## src/rtl/get_angle_360_16.sv

```systemverilog
// rtl/get_angle_360_16.sv - angle in degrees (0..359) from a signed 16-bit unit-amplitude (sin, cos) pair
//
// Ports:
//   clk_in    in   1   clock, rising edge
//   rst_n_in  in   1   asynchronous active-low reset
//   sin_i     in  16   signed sine component
//   cos_i     in  16   signed cosine component
//   valid_i   in   1   input pair valid
//   ready_o   out  1   block can accept (IDLE only)
//   angle_o   out  9   result angle 0..359
//   valid_o   out  1   result valid, held until accepted
//   ready_i   in   1   downstream accepts result
//   err_o     out  1   near-zero input flag (only with GET_ANGLE_360_16_ZERO_DET_EN)
//
// Optional feature macro: GET_ANGLE_360_16_ZERO_DET_EN
// Fixed latency: result valid 9 cycles after the accepting edge.
// The first-octant sine table (0..45 deg, round(32767*sin)) is a combinational constant ROM.

module get_angle_360_16 (
    input  logic        clk_in,
    input  logic        rst_n_in,
    input  logic [15:0] sin_i,
    input  logic [15:0] cos_i,
    input  logic        valid_i,
    output logic        ready_o,
    output logic [8:0]  angle_o,
    output logic        valid_o,
    input  logic        ready_i
`ifdef GET_ANGLE_360_16_ZERO_DET_EN
    ,
    output logic        err_o
`endif
);

    typedef enum logic [2:0] {
        S_IDLE = 3'd0,
        S_PREP = 3'd1,
        S_SRCH = 3'd2,
        S_RND  = 3'd3,
        S_FOLD = 3'd4,
        S_OUT  = 3'd5
    } state_t;

    // round(32767*sin(i deg)), i = 0..45; indices above 45 read as 0 and are never selected
    function automatic logic [15:0] sin_rom(input logic [5:0] i);
        case (i)
            6'd0:  sin_rom = 16'd0;
            6'd1:  sin_rom = 16'd572;
            6'd2:  sin_rom = 16'd1144;
            6'd3:  sin_rom = 16'd1715;
            6'd4:  sin_rom = 16'd2286;
            6'd5:  sin_rom = 16'd2856;
            6'd6:  sin_rom = 16'd3425;
            6'd7:  sin_rom = 16'd3993;
            6'd8:  sin_rom = 16'd4560;
            6'd9:  sin_rom = 16'd5126;
            6'd10: sin_rom = 16'd5690;
            6'd11: sin_rom = 16'd6252;
            6'd12: sin_rom = 16'd6813;
            6'd13: sin_rom = 16'd7371;
            6'd14: sin_rom = 16'd7927;
            6'd15: sin_rom = 16'd8481;
            6'd16: sin_rom = 16'd9032;
            6'd17: sin_rom = 16'd9580;
            6'd18: sin_rom = 16'd10126;
            6'd19: sin_rom = 16'd10668;
            6'd20: sin_rom = 16'd11207;
            6'd21: sin_rom = 16'd11743;
            6'd22: sin_rom = 16'd12275;
            6'd23: sin_rom = 16'd12803;
            6'd24: sin_rom = 16'd13328;
            6'd25: sin_rom = 16'd13848;
            6'd26: sin_rom = 16'd14364;
            6'd27: sin_rom = 16'd14876;
            6'd28: sin_rom = 16'd15383;
            6'd29: sin_rom = 16'd15886;
            6'd30: sin_rom = 16'd16384;
            6'd31: sin_rom = 16'd16876;
            6'd32: sin_rom = 16'd17364;
            6'd33: sin_rom = 16'd17846;
            6'd34: sin_rom = 16'd18323;
            6'd35: sin_rom = 16'd18794;
            6'd36: sin_rom = 16'd19260;
            6'd37: sin_rom = 16'd19720;
            6'd38: sin_rom = 16'd20173;
            6'd39: sin_rom = 16'd20621;
            6'd40: sin_rom = 16'd21062;
            6'd41: sin_rom = 16'd21497;
            6'd42: sin_rom = 16'd21925;
            6'd43: sin_rom = 16'd22347;
            6'd44: sin_rom = 16'd22762;
            6'd45: sin_rom = 16'd23170;
            default: sin_rom = 16'd0;
        endcase
    endfunction

    // |x| with -32768 saturated to 32767 so the magnitude stays inside the table range
    function automatic logic [15:0] abs_sat(input logic [15:0] x);
        if (x == 16'h8000)
            abs_sat = 16'h7fff;
        else if (x[15])
            abs_sat = 16'd0 - x;
        else
            abs_sat = x;
    endfunction

    state_t      state_q, state_d;
    logic [15:0] sin_q, sin_d;
    logic [15:0] cos_q, cos_d;
    logic        s_neg_q, s_neg_d;
    logic        c_neg_q, c_neg_d;
    logic        swap_q, swap_d;
    logic [15:0] m_q, m_d;
    logic [5:0]  idx_q, idx_d;
    logic [2:0]  bit_q, bit_d;
    logic [8:0]  angle_q, angle_d;
    logic        valid_q, valid_d;
    logic        ready_q, ready_d;
`ifdef GET_ANGLE_360_16_ZERO_DET_EN
    logic        small_q, small_d;
    logic        err_q, err_d;
`endif

    logic [5:0]  t;
    logic [15:0] abs_s, abs_c;
    logic [15:0] rom_t, rom_i, rom_n;
    logic [16:0] d_lo, d_hi;
    logic [8:0]  a9;

    always_comb begin
        state_d = state_q;
        sin_d   = sin_q;
        cos_d   = cos_q;
        s_neg_d = s_neg_q;
        c_neg_d = c_neg_q;
        swap_d  = swap_q;
        m_d     = m_q;
        idx_d   = idx_q;
        bit_d   = bit_q;
        angle_d = angle_q;
        valid_d = valid_q;
        ready_d = ready_q;
`ifdef GET_ANGLE_360_16_ZERO_DET_EN
        small_d = small_q;
        err_d   = err_q;
`endif

        t     = idx_q | (6'd1 << bit_q);
        abs_s = abs_sat(sin_q);
        abs_c = abs_sat(cos_q);
        rom_t = sin_rom(t);
        rom_i = sin_rom(idx_q);
        rom_n = sin_rom(idx_q + 6'd1);
        // m >= table[idx] after the search, and table[idx+1] > m whenever idx < 45
        d_lo  = {1'b0, m_q} - {1'b0, rom_i};
        d_hi  = {1'b0, rom_n} - {1'b0, m_q};
        a9    = swap_q ? (9'd90 - {3'd0, idx_q}) : {3'd0, idx_q};

        case (state_q)
            S_IDLE: begin
                if (valid_i) begin
                    sin_d   = sin_i;
                    cos_d   = cos_i;
                    ready_d = 1'b0;
                    state_d = S_PREP;
                end
            end
            S_PREP: begin
                s_neg_d = sin_q[15];
                c_neg_d = cos_q[15];
                swap_d  = (abs_s > abs_c);
                m_d     = (abs_s > abs_c) ? abs_c : abs_s;
                idx_d   = 6'd0;
                bit_d   = 3'd5;
`ifdef GET_ANGLE_360_16_ZERO_DET_EN
                small_d = (abs_s < 16'd64) && (abs_c < 16'd64);
`endif
                state_d = S_SRCH;
            end
            S_SRCH: begin
                // one successive-approximation bit per cycle, MSB first
                if ((t <= 6'd45) && (rom_t <= m_q))
                    idx_d = t;
                if (bit_q == 3'd0)
                    state_d = S_RND;
                else
                    bit_d = bit_q - 3'd1;
            end
            S_RND: begin
                // ties keep the lower index
                if ((idx_q < 6'd45) && (d_lo > d_hi))
                    idx_d = idx_q + 6'd1;
                state_d = S_FOLD;
            end
            S_FOLD: begin
                case ({s_neg_q, c_neg_q})
                    2'b00:   angle_d = a9;
                    2'b01:   angle_d = 9'd180 - a9;
                    2'b11:   angle_d = 9'd180 + a9;
                    default: angle_d = (a9 == 9'd0) ? 9'd0 : (9'd360 - a9);
                endcase
`ifdef GET_ANGLE_360_16_ZERO_DET_EN
                err_d = small_q;
                if (small_q)
                    angle_d = 9'd0;
`endif
                valid_d = 1'b1;
                state_d = S_OUT;
            end
            S_OUT: begin
                if (ready_i) begin
                    valid_d = 1'b0;
                    ready_d = 1'b1;
                    state_d = S_IDLE;
                end
            end
            default: begin
                valid_d = 1'b0;
                ready_d = 1'b1;
                state_d = S_IDLE;
            end
        endcase
    end

    always_ff @(posedge clk_in or negedge rst_n_in) begin
        if (!rst_n_in) begin
            state_q <= S_IDLE;
            sin_q   <= 16'd0;
            cos_q   <= 16'd0;
            s_neg_q <= 1'b0;
            c_neg_q <= 1'b0;
            swap_q  <= 1'b0;
            m_q     <= 16'd0;
            idx_q   <= 6'd0;
            bit_q   <= 3'd0;
            angle_q <= 9'd0;
            valid_q <= 1'b0;
            ready_q <= 1'b1;
`ifdef GET_ANGLE_360_16_ZERO_DET_EN
            small_q <= 1'b0;
            err_q   <= 1'b0;
`endif
        end else begin
            state_q <= state_d;
            sin_q   <= sin_d;
            cos_q   <= cos_d;
            s_neg_q <= s_neg_d;
            c_neg_q <= c_neg_d;
            swap_q  <= swap_d;
            m_q     <= m_d;
            idx_q   <= idx_d;
            bit_q   <= bit_d;
            angle_q <= angle_d;
            valid_q <= valid_d;
            ready_q <= ready_d;
`ifdef GET_ANGLE_360_16_ZERO_DET_EN
            small_q <= small_d;
            err_q   <= err_d;
`endif
        end
    end

    assign ready_o = ready_q;
    assign valid_o = valid_q;
    assign angle_o = angle_q;
`ifdef GET_ANGLE_360_16_ZERO_DET_EN
    assign err_o   = err_q;
`endif

endmodule

```

## config.mk

```make
export PLATFORM = sky130hd
export DESIGN_NAME = get_angle_360_16
export DESIGN_NICKNAME = d
export VERILOG_FILES = /design/src/rtl/get_angle_360_16.sv
export SDC_FILE = /design/constraint.sdc
export NUM_CORES = 1
export LEC_CHECK = 0
export BUFFER_PORTS_ARGS = -buffer_cell sky130_fd_sc_hd__buf_2
export CORE_UTILIZATION = 65
export CTS_BUF_LIST = sky130_fd_sc_hd__clkbuf_2
export CTS_CLUSTER_DIAMETER = 200
export CTS_CLUSTER_SIZE = 24
export DETAILED_ROUTE_END_ITERATION = 16
export GPL_TIMING_DRIVEN = 0
export HOLD_SLACK_MARGIN = 0.12
export MAX_ROUTING_LAYER = met4
export PLACE_DENSITY = 0.88
export SKIP_CTS_REPAIR_TIMING = 1
export SYNTH_ARGS = -nofsm -noshare
export SYNTH_HDL_FRONTEND = slang
export SYNTH_SLANG_ARGS = --single-unit
```

## constraint.sdc

```tcl
create_clock -name clk_in -period 16.05 [get_ports clk_in]
set_input_delay 1.605 -clock clk_in [delete_from_list [all_inputs] [get_ports clk_in]]
set_output_delay 1.605 -clock clk_in [all_outputs]
set_load 0.05 [all_outputs]
```

# ---- Word-level counts from Yosys, hierarchy flattened
# Memories as Yosys holds them, arrays and structs flattened.
# Index checks and enable logic that the tools add are counted.
# W data, S select, Z words.
dict set report totals {
  ramBits 0
  out_inout_bits 11
  memories 3
  regBits 74
  latchBits 0
  input_bits 36
  romBits 2880
}
# memory depth width read_ports rd_clocked_by_memory_dff wr line_no
set memory_table {}
lappend memory_table {{(no name shown)} 64 15 1 0 0 46} ;# case (i)
lappend memory_table {{(no name shown)} 64 15 1 0 0 46}
lappend memory_table {{(no name shown)} 64 15 1 0 0 46}
dict set report op_classes {
  reduce_logical 16
  eq_ne 15
  bitwise 3
  n_shift 1
  multipliers 0
  n_div 0
  mux 22
  add_sub_neg 10
  magnitude_cmp 5
}
# operator n
set ops {}
lappend ops {{$mux W16} 5}
lappend ops {{$sub A16 B16 Y17} 2}
lappend ops {{$eq A16 B16 Y1 const B} 2}
lappend ops {{$sub A1 B16 Y16 const A} 2}
lappend ops {{$pmux W9 S3} 1}
lappend ops {{$mux W9} 2}
lappend ops {{$pmux W3 S6} 1}
lappend ops {{$pmux W6 S3} 1}
lappend ops {{$gt A17 B17 Y1} 1}
lappend ops {{$gt A16 B16 Y1} 1}
lappend ops {{$le A16 B16 Y1} 1}
lappend ops {{$mux W3} 4}
lappend ops {{$mux W6} 2}
lappend ops {{$ne A2 B2 Y1 const B} 6}
lappend ops {{$add A8 B9 Y9 const A} 1}
lappend ops {{$logic_not A9 Y1} 1}
lappend ops {{$reduce_and A3 Y1} 3}
lappend ops {{$sub A8 B9 Y9 const A} 1}
lappend ops {{$sub A9 B9 Y9 const A} 1}
lappend ops {{$reduce_or A4 Y1} 2}
lappend ops {{$sub A7 B6 Y8 const A} 1}
lappend ops {{$add A6 B1 Y6 const B} 1}
lappend ops {{$eq A3 B2 Y1 const B} 2}
lappend ops {{$eq A3 B3 Y1 const B} 2}
lappend ops {{other kinds (18)} 26}

# ---- Logic depth before layout (Yosys ltp)
# Gate-level depths: netlist of the first run.
# An unclocked memory read counts as a cell.
dict set report depth {
  depth_word 7
  mapped_depth 25
  ltp_nobuf 23
}

# ---- Worst setup path after synthesis of the first run
# Ideal clock, no wire load.
dict set report synth_path {
  path_type {register to register}
  startpoint {reg idx_q[2]}
  endpoint {reg idx_q[0]}
  setup_ns 0.125
  path_stages_with_launch 24
  t_arrival_ns 5.768
  period_less_slack_ns 5.892
  slack_ns 10.158
  path_cell_list {dfrtp_1 -> clkbuf_1 -> inv_1 -> clkbuf_1 -> ha_1 -> clkbuf_1 -> buf_1 -> o211ai_1 -> o21a_1 -> ha_1 -> fa_1 -> nor2b_1 -> o211ai_1 -> a21boi_0 -> o21ai_0 -> o41ai_1 -> a22o_1 -> ha_1 -> a21oi_1 -> o21ai_0 -> a211oi_1 -> a31oi_1 -> o221ai_1 -> mux2_2}
}
dict set report synth_via {
  elab_chain_len 7
}
# element line_no
set synth_rtl {}
lappend synth_rtl {{from (decl)} 114} ;# logic [5:0] idx_q, idx_d;
lappend synth_rtl {{from (signal assigned)} 251} ;# idx_q <= idx_d;
lappend synth_rtl {{$add A6 B1 Y6} 153} ;# rom_n = sin_rom(idx_q + 6'd1);
lappend synth_rtl {{$mem_v2 Z64 W15} -}
lappend synth_rtl {{$sub A16 B16 Y17} 156} ;# d_hi = {1'b0, rom_n} - {1'b0, m_q};
lappend synth_rtl {{$gt A17 B17 Y1} 191} ;# if ((idx_q < 6'd45) && (d_lo > d_hi))
lappend synth_rtl {{$logic_and A1 B1 Y1} 191}
lappend synth_rtl {{$ne A2 B2 Y1 (no source line)} -}
lappend synth_rtl {{$reduce_and A3 Y1 (no source line) *} -}
# Mark *: on every way between the ends. The rest lies on a longest branch, timed or not.
# A chain may end at the register's enable or synchronous reset.

# ---- Worst setup path in the final report of the first run
dict set report layout_path {
  startpoint {reg idx_q[1]}
  endpoint {reg idx_q[5]}
}
dict set report layout_via {
  elab_chain_len 7
}
# element line_no
set layout_rtl {}
lappend layout_rtl {{$add A6 B1 Y6} {153, 192}}
lappend layout_rtl {{$mem_v2 Z64 W15} -}
lappend layout_rtl {{$sub A16 B16 Y17} 156}
lappend layout_rtl {{$gt A17 B17 Y1} 191}
lappend layout_rtl {{$logic_and A1 B1 Y1} 191}
lappend layout_rtl {{$ne A2 B2 Y1 (no source line)} -}
lappend layout_rtl {{$reduce_and A3 Y1 (no source line)} -}
# Parallel ways exist; a longest one is shown, timed or not. The select of a mux whose other input is x is not followed.

==> results.md, run 1 <==
Worst hold path:
- The worst hold path belongs to the class reg2reg.

Route:
- In this run the remaining antenna-violating nets after routing total 0.
- The via-per-instance ratio is 7.111.
- After detailed routing, the average wire length per cell comes to about 21 um.
- The total wire length after detailed routing is 36.11 mm.
- The first-iteration detailed-routing DRC count is ~1900.
- The total via count in the routed design is 11980.
- The number of detailed-routing iterations run before antenna repair is 10.
- After detailed routing, the number of remaining DRC violations is 0.

Floorplanning:
- The height of the chip is 128.9 um.
- The initial core utilization is between 60% and 70%.
- The floorplan has 46 rows.
- The chip width is 128.9 um.
- 47 I/O pins were placed.
- The region available for standard cell placement spans about 16000 um^2.
- The die covers 16630 um^2.

Global route:
- The wire length of the first global-routing pass is 56.42 mm.
- The combined global-route utilization of all metal layers is about 45%.
- The number of antenna violations at the first check in global routing is 1.
- Entering global routing, the biggest net connects 42 pins.
- For this run the aggregate overflow at the end of global routing stands at 0.
- The via count of the first global-routing pass is 10740.

Synth:
- Summing the areas of all compound-gate instances in the mapped netlist gives approximately a third of the synthesized area.
- The number of nets handed over by synthesis was 1564.
- The count of yosys warnings during synthesis is 0.
- The mean area per synthesized cell is 7.460 um^2.
- The biggest area contributor in the post-synthesis netlist is sky130_fd_sc_hd__dfrtp_1.
- The proportion of register bits with asynchronous set or reset after synthesis is 100.0%.
- The cell with the most instances after synthesis is sky130_fd_sc_hd__a21oi_1.
- The multiplexer share of the synthesized area is between 4 and 5%.
- Synthesis handed over a netlist of 1404 instances.
- By area, the combinational part of the netlist is dominated by compound AO/OA/AOI/OAI gates.
- The commonest cells after synthesis are sky130_fd_sc_hd__a21oi_1 (123), sky130_fd_sc_hd__ha_1 (122), sky130_fd_sc_hd__nand2_1 (117).
- Yosys mapped the design onto 80 distinct sky130hd cell types.
- Summed over its instances, the top area cell type makes up between 10% and 20% of the synthesized netlist area.
- The count of state elements after synthesis is 74.
- In the post-synthesis netlist, the biggest area contributors are sky130_fd_sc_hd__dfrtp_1 (17%), sky130_fd_sc_hd__ha_1 (15%), sky130_fd_sc_hd__a21oi_1 (5.9%).
- In the synthesized netlist the dominant register cell turns out to be sky130_fd_sc_hd__dfrtp_1.
- The cell area that synthesis handed to floorplanning was around 10000 um^2.
- Of the total synthesized cell area, the portion taken by AND, OR, NAND and NOR gates is 20.57%.
- Summing the areas of all xor and xnor instances in the mapped netlist gives 4.014% of the synthesized area.
- The number of synthesized flops with an enable pin is 0.
- The share of synthesized area occupied by flip-flops and latches is 17.69%.
- The share of synthesized cell area in full adder, half adder and majority cells is between 10% and 20%.

CTS:
- Clock latency on the worst-skew pair, taken at its later pin, is 0.55 ns.
- In this run the number of H-tree levels came out at 3.
- Counting the buffers created by CTS gives 9.
- The clock transition at the register clock pins on the worst setup and hold paths after CTS is roughly 0.24 ns.
- The buffer depth of the longest clock path is 2.
- The clock tree from TritonCTS is yes.
- The root buffer selected by CTS is sky130_fd_sc_hd__clkbuf_2.
- The TritonCTS sink count is 74.

Finish:
- Cells with a size suffix above 1 make up 8.248% of the layout.
- The area growth from synthesis to layout is 6.320%.
- The final layout contains roughly 1600 nets.

Run:
- The max-capacitance violation count is 0.

Timing:
- The number of setup violations in the final report is 0.
- The part of the cycle the worst path needs is 49.04%.
- The max-slew violation total from the final report is 0.
- The total negative slack for setup checks is 0 ns.
- The post-route minimum period is 7.871 ns.
- In this run the tightest slew margin relative to its limit is 14.34%.
- At the pin with the least slew margin, the transition time is roughly 1.3 ns.
- The number of hold-slack violations in the final timing report came to 0.
- Derived from the worst setup path, the maximum achievable clock frequency is 127.0 MHz.
- Setup repair after global routing left no endpoint under its margin.
- The worst-case clock skew is 0.04669 ns.

Worst setup path:
- The data required time at the worst endpoint is 16.50 ns.
- The arrival time of the worst setup path is 8.32 ns.
- Along the worst path, the maximum fanout reaches 13.
- The endpoint type of the worst setup path is a register.
- The element type at the critical path start is a register.
- The critical path is of the reg2reg type.

Placed design:
- The final weighted congestion in routability-driven placement is between 1 and 1.5.
- Detailed placement finished with a half-perimeter wire length of 27.71 mm.
- Port buffering added 46 buffers.

Status:
- The flow ran to the end, and the final reports show no timing, DRC or antenna violations.
[layout make-up]
type,instances,area (um^2)
sequential,74,1853
clock buffer,12,60.06
inverter,61,229.0
timing repair buffer,47,252.7
tap,216,270.3
fill,1328,4692
antenna,1,2.502
buffer,102,391.6
multi-input combinational,1167,8000
clock inverter,4,76.32
[cells in the final DEF, fill, tap and decap left out, types with 13 or more instances in the layout]
master,synthesis,final
sky130_fd_sc_hd__xnor2_1,35,35
sky130_fd_sc_hd__inv_1,58,58
sky130_fd_sc_hd__buf_2,1,46
sky130_fd_sc_hd__nor2b_1,20,20
sky130_fd_sc_hd__nand2b_1,15,15
sky130_fd_sc_hd__nand2_1,117,117
sky130_fd_sc_hd__nor3_1,45,45
sky130_fd_sc_hd__a31oi_1,29,29
sky130_fd_sc_hd__a21oi_1,123,123
sky130_fd_sc_hd__ha_1,122,122
sky130_fd_sc_hd__xor2_1,13,13
sky130_fd_sc_hd__o211ai_1,36,36
sky130_fd_sc_hd__dfrtp_1,73,73
sky130_fd_sc_hd__nor2_1,111,111
sky130_fd_sc_hd__a211oi_1,37,37
sky130_fd_sc_hd__mux2_2,38,38
sky130_fd_sc_hd__o311ai_0,13,13
sky130_fd_sc_hd__o22ai_1,28,28
sky130_fd_sc_hd__o31ai_1,13,13
sky130_fd_sc_hd__nand3_1,30,30
sky130_fd_sc_hd__clkbuf_1,93,93
sky130_fd_sc_hd__o21ai_0,103,103
sky130_fd_sc_hd__nand4_1,14,14
sky130_fd_sc_hd__a21o_1,19,19
[stage by stage]
step | area, um^2 | hold WS (ns) | std cells | setup WS (ns) | util, %
5_1_grt | 11140 | 0.5476 | 1684 | 7.760 | 70.36
4_1_cts | 11130 | 0.5185 | 1683 | 8.486 | 70.34
2_1_floorplan | 10470 | 0.4776 | 1404 | 10.16 | -
3_5_place_dp | 11000 | 0.4748 | 1667 | 8.562 | 69.48
6_report | 11140 | 0.5200 | 1684 | 8.179 | 70.36
3_3_place_gp | 10970 | 0.4662 | 1666 | 8.560 | 69.34
[path summary, 6_finish.rpt]
path                       depth (start not counted)  slack, ns                      to                    from
min                                                2       0.52  angle_o[1]$_DFFE_PN0P_  angle_o[1]$_DFFE_PN0P_
min in group asynchronous                          1       0.94    idx_q[3]$_DFFE_PN0P_                rst_n_in
max reg2reg                                       23       8.18    idx_q[5]$_DFFE_PN0P_    idx_q[1]$_DFFE_PN0P_
min reg2reg                                        2       0.52  angle_o[1]$_DFFE_PN0P_  angle_o[1]$_DFFE_PN0P_
max                                               23       8.18    idx_q[5]$_DFFE_PN0P_    idx_q[1]$_DFFE_PN0P_
max in group asynchronous                          2      14.49      m_q[7]$_DFFE_PN0P_                rst_n_in
[flip-flops by register name (all words and copies together) (netlist names), 3 cells and up]
register,cells
cos_q,16
idx_q,6
m_q,16
sin_q,16
state_q,3
bit_q,3
angle_o,9
[per-layer routing]
layer / share of wire [%] / track usage, % / routed length (um) / vias to the layer above
li1: - / - / - / 5424
met1: 40 / 57.87 / 14290 / 5492
met2: 43 / 66.77 / 15480 / 895
met3: 12 / 8.233 / 4165 / 164
met4: 6.0 / 24.64 / 2178 / 0
met5: 0 / - / 0 / -
[worst max-delay path: stages (launching register included)]
cell and delay, ns:
sky130_fd_sc_hd__dfrtp_1 0.71, sky130_fd_sc_hd__ha_1 0.28, sky130_fd_sc_hd__clkbuf_1 0.47, sky130_fd_sc_hd__inv_1 0.32, sky130_fd_sc_hd__ha_1 0.61, sky130_fd_sc_hd__clkbuf_1 0.41
sky130_fd_sc_hd__buf_1 0.45, sky130_fd_sc_hd__o211ai_1 0.18, sky130_fd_sc_hd__o21a_1 0.15, sky130_fd_sc_hd__ha_1 0.20, sky130_fd_sc_hd__fa_1 0.41, sky130_fd_sc_hd__nor2b_1 0.17
sky130_fd_sc_hd__o211ai_1 0.09, sky130_fd_sc_hd__a21boi_0 0.20, sky130_fd_sc_hd__o21ai_0 0.23, sky130_fd_sc_hd__o41ai_1 0.65, sky130_fd_sc_hd__a22o_1 0.22, sky130_fd_sc_hd__ha_1 0.25
sky130_fd_sc_hd__a21oi_1 0.19, sky130_fd_sc_hd__o21ai_0 0.12, sky130_fd_sc_hd__a211oi_1 0.22, sky130_fd_sc_hd__a31oi_1 0.22, sky130_fd_sc_hd__o221ai_1 0.56, sky130_fd_sc_hd__mux2_2 0.42
[cells by family (layout without fill, tap and decap cells)]
family / after synthesis / in the layout
xor gates and xnor gates: 48 / 48
adders and majority gates: 125 / 125
muxes: 44 / 44
DFF: 74 / 74
buffers and inverters: 163 / 226
and+or+nand+nor: 438 / 438
other: 0 / 1
AOI/OAI and AO/OA: 512 / 512
Power of run 1 is not shown: default switching activity piles up to over one toggle a cycle in this logic, so the estimate is an artifact.
==> inputs of run 2 (changes only) <==
--- a/config.mk
+++ b/config.mk
@@ -6,7 +6,7 @@
 export NUM_CORES = 1
 export LEC_CHECK = 0
 export BUFFER_PORTS_ARGS = -buffer_cell sky130_fd_sc_hd__buf_2
-export CORE_UTILIZATION = 65
+export CORE_UTILIZATION = 59
 export CTS_BUF_LIST = sky130_fd_sc_hd__clkbuf_2
 export CTS_CLUSTER_DIAMETER = 200
 export CTS_CLUSTER_SIZE = 24
@@ -14,7 +14,7 @@
 export GPL_TIMING_DRIVEN = 0
 export HOLD_SLACK_MARGIN = 0.12
 export MAX_ROUTING_LAYER = met4
-export PLACE_DENSITY = 0.88
+export PLACE_DENSITY = 0.84
 export SKIP_CTS_REPAIR_TIMING = 1
 export SYNTH_ARGS = -nofsm -noshare
 export SYNTH_HDL_FRONTEND = slang
==> constraint.sdc (replaced) <==
create_clock -name clk_in -period 6.6 [get_ports clk_in]
set_input_delay 0.66 -clock clk_in [delete_from_list [all_inputs] [get_ports clk_in]]
set_output_delay 0.66 -clock clk_in [all_outputs]
set_load 0.05 [all_outputs]
==> run 2 against run 1 <==
Against the previous run: wire length is 2.1% higher; critical endpoint is now idx_q[3]$_DFFE_PN0P_; die area is 10% higher; final cell count is 1.3% higher; first-iteration DRC count is 11% lower; worst hold slack worse by 0.23 ns; clock-buffer cell count is 1 lower; register-to-register slack worse by 7.9 ns; clock skew is 0.016 ns lower; largest cell class unchanged.
==> results.md, run 2 (synthesis results as in run 1) <==
Global route:
- The number of antenna violations at the first check in global routing is 1 (unchanged).
- The sum of overflow across all layers after global routing came to 0 (unchanged).
- The combined global-route utilization of all metal layers is 41.68% (was 45.02%).
- The via count of the first global-routing pass is 10740 (about the same).
- The wire length of the first global-routing pass is 57.98 mm (was 56.42 mm).
- The maximum number of pins on one net before global-route repair was 44 (was 42).

Timing:
- The number of hold-slack violations in the final timing report is 0 (unchanged).
- The max-slew violation total from the final report was 0 (unchanged).
- The total negative slack for setup checks is 0 ns (unchanged).
- The part of the cycle the worst path needs came to 96.33% (was 49.04%).
- The measured slew at the worst slew-check pin was 1.154 ns (was 1.269 ns).
- The post-route minimum period is 6.358 ns (was 7.871 ns).
- The max-slew headroom at the worst pin came to 22.48% (was 14.34%).
- The worst-case clock skew is 0.03029 ns (was 0.04669 ns).
- The maximum clock rate is 157.3 MHz (was 127.0 MHz).
- The number of setup violations in the final report is 0 (unchanged).

Floorplanning:
- The area enclosed by the die boundary is 18290 um^2 (was 16630 um^2).
- The chip width is 135.2 um (was 128.9 um).
- The core outline area was 17300 um^2 (was 15830 um^2).
- The number of cell rows is 48 (was 46).
- The number of top-level pins is 47 (unchanged).
- The height of the chip is 135.2 um (was 128.9 um).
- The initial core utilization is 60.55% (was 66.17%).

Worst setup path:
- The arrival time of the worst setup path is 6.82 ns (was 8.32 ns).
- The master of the slowest instance on the critical path is sky130_fd_sc_hd__dfrtp_2 (was sky130_fd_sc_hd__dfrtp_1).
- The maximum single-stage delay on the critical path is 0.51 ns (was 0.71 ns).
- The category of the most critical setup path was reg2reg (unchanged).
- The element type at the critical path start is a register (unchanged).
- The highest fanout seen on the critical path was 9 (was 13).
- The endpoint type of the worst setup path is a register (unchanged).
- The cell seen most often among critical-path stages is sky130_fd_sc_hd__buf_4 (was sky130_fd_sc_hd__ha_1).
- The data required time at the worst endpoint is 7.07 ns (was 16.50 ns).

Worst hold path:
- The class of the tightest hold or removal check is in2reg (was reg2reg).

Finish:
- Largest registers in the final layout: cos_q x16, m_q x16, sin_q x16 (unchanged).
- The share of final-layout standard cells stronger than drive strength 1 was 11.49% (was 8.248%).
- The most frequent standard cell in the layout excluding fill and tap cells is sky130_fd_sc_hd__a21oi_1 (unchanged).
- The end-of-flow core utilization came to 65.82% (was 70.36%).
- The area growth from synthesis to layout is 8.697% (was 6.320%).
- The number of nets in the layout was 1636 (was 1622).
- Commonest non-fill, non-tap cells in the layout: sky130_fd_sc_hd__a21oi_1 (123), sky130_fd_sc_hd__ha_1 (119), sky130_fd_sc_hd__nand2_1 (117) (was sky130_fd_sc_hd__a21oi_1 (123), sky130_fd_sc_hd__ha_1 (122), sky130_fd_sc_hd__nand2_1 (117)).

CTS:
- The clock transition at the register clock pins on the worst setup and hold paths after CTS was 0.20 ns (was 0.24 ns).
- The total CTS buffers was 9 (unchanged).
- The root buffer selected by CTS is sky130_fd_sc_hd__clkbuf_2 (unchanged).
- The TritonCTS sink count is 74 (unchanged).
- The H-tree depth came to 3 (unchanged).
- The buffer depth of the longest clock path came to 2 (unchanged).
- The clock tree from TritonCTS is yes (unchanged).
- The clock insertion delay at the later pin of the skew report is 0.57 ns (was 0.55 ns).

Placed design:
- The final weighted congestion in routability-driven placement is 1.002 (was 1.117).
- The placed wire-length estimate was 28.18 mm (was 27.71 mm).
- The count of buffers from port buffering is 46 (unchanged).

Route:
- The total via count in the routed design is 11940 (was 11980).
- The total wire length after detailed routing is 36.88 mm (was 36.11 mm).
- The per-cell routed wire length is 21.61 um (was 21.44 um).
- The number of nets still failing antenna checks after routing is 0 (unchanged).
- The first-iteration detailed-routing DRC count is 1705 (was 1912).
- The number of detailed-routing iterations run before antenna repair is 8 (was 10).
- The via-per-instance ratio is 6.999 (was 7.111).
- The number of remaining DRC errors is 0 (unchanged).

Status:
- Run status: completed (unchanged).

Run:
- The max-capacitance violation count is 0 (unchanged).
==> run 2: area by class of cell <==
cell class | count | area, um^2
multi-input combinational | 1167 | 8112
fill | 1504 | 5912
sequential | 74 | 1856
buffer | 100 | 410.4
timing repair buffer | 63 | 375.4
tap | 225 | 281.5
inverter | 61 | 239.0
clock buffer | 11 | 55.05
clock inverter | 4 | 53.80
antenna | 1 | 2.502
==> run 2: worst paths after layout <==
path / depth (start not counted) / endpoint / from / slack [ns]
setup / recovery: 25 / idx_q[3]$_DFFE_PN0P_ / idx_q[1]$_DFFE_PN0P_ / 0.24
hold / removal: 3 / sin_q[0]$_DFFE_PN0P_ / sin_i[0] / 0.29
setup reg to reg: 25 / idx_q[3]$_DFFE_PN0P_ / idx_q[1]$_DFFE_PN0P_ / 0.24
hold reg to reg: 2 / angle_o[0]$_DFFE_PN0P_ / angle_o[0]$_DFFE_PN0P_ / 0.53
max in group asynchronous: 3 / idx_q[2]$_DFFE_PN0P_ / rst_n_in / 5.48
min in group asynchronous: 2 / angle_o[7]$_DFFE_PN0P_ / rst_n_in / 0.52
==> run 2: critical path, delay by kind of cell (launching register included) <==
family,cells,cell delay [ns]
adders and majority gates,4,1.32
buffers and inverters,6,1.25
AOI/OAI and AO/OA,10,2.23
muxes,1,0.35
DFF,1,0.51
and+or+nand+nor,4,0.60
==> run 2: stage by stage <==
stage          area, um^2  hold WS (ns)  setup WS (ns)  instances
6_report            11380        0.2893         0.2425       1706
5_1_grt             11380        0.2624      -0.008319       1706
4_1_cts             11120      -0.01986         -1.099       1691
3_5_place_dp        11010        0.4725         -1.012       1676
3_3_place_gp        10990        0.4610         -1.110       1675
2_1_floorplan       10470        0.3644         0.7077       1404
==> run 2: per-layer routing <==
layer	part of all wire [%]	wire length (um)	vias to the layer above	global-route usage (%)
met3	10	3792	149	6.135
li1	-	-	5446	-
met5	0	0	-	-
met4	5.9	2188	0	22.85
met1	41	15070	5527	55.60
met2	43	15830	818	60.34
Power of run 2 is left out for the same reason.
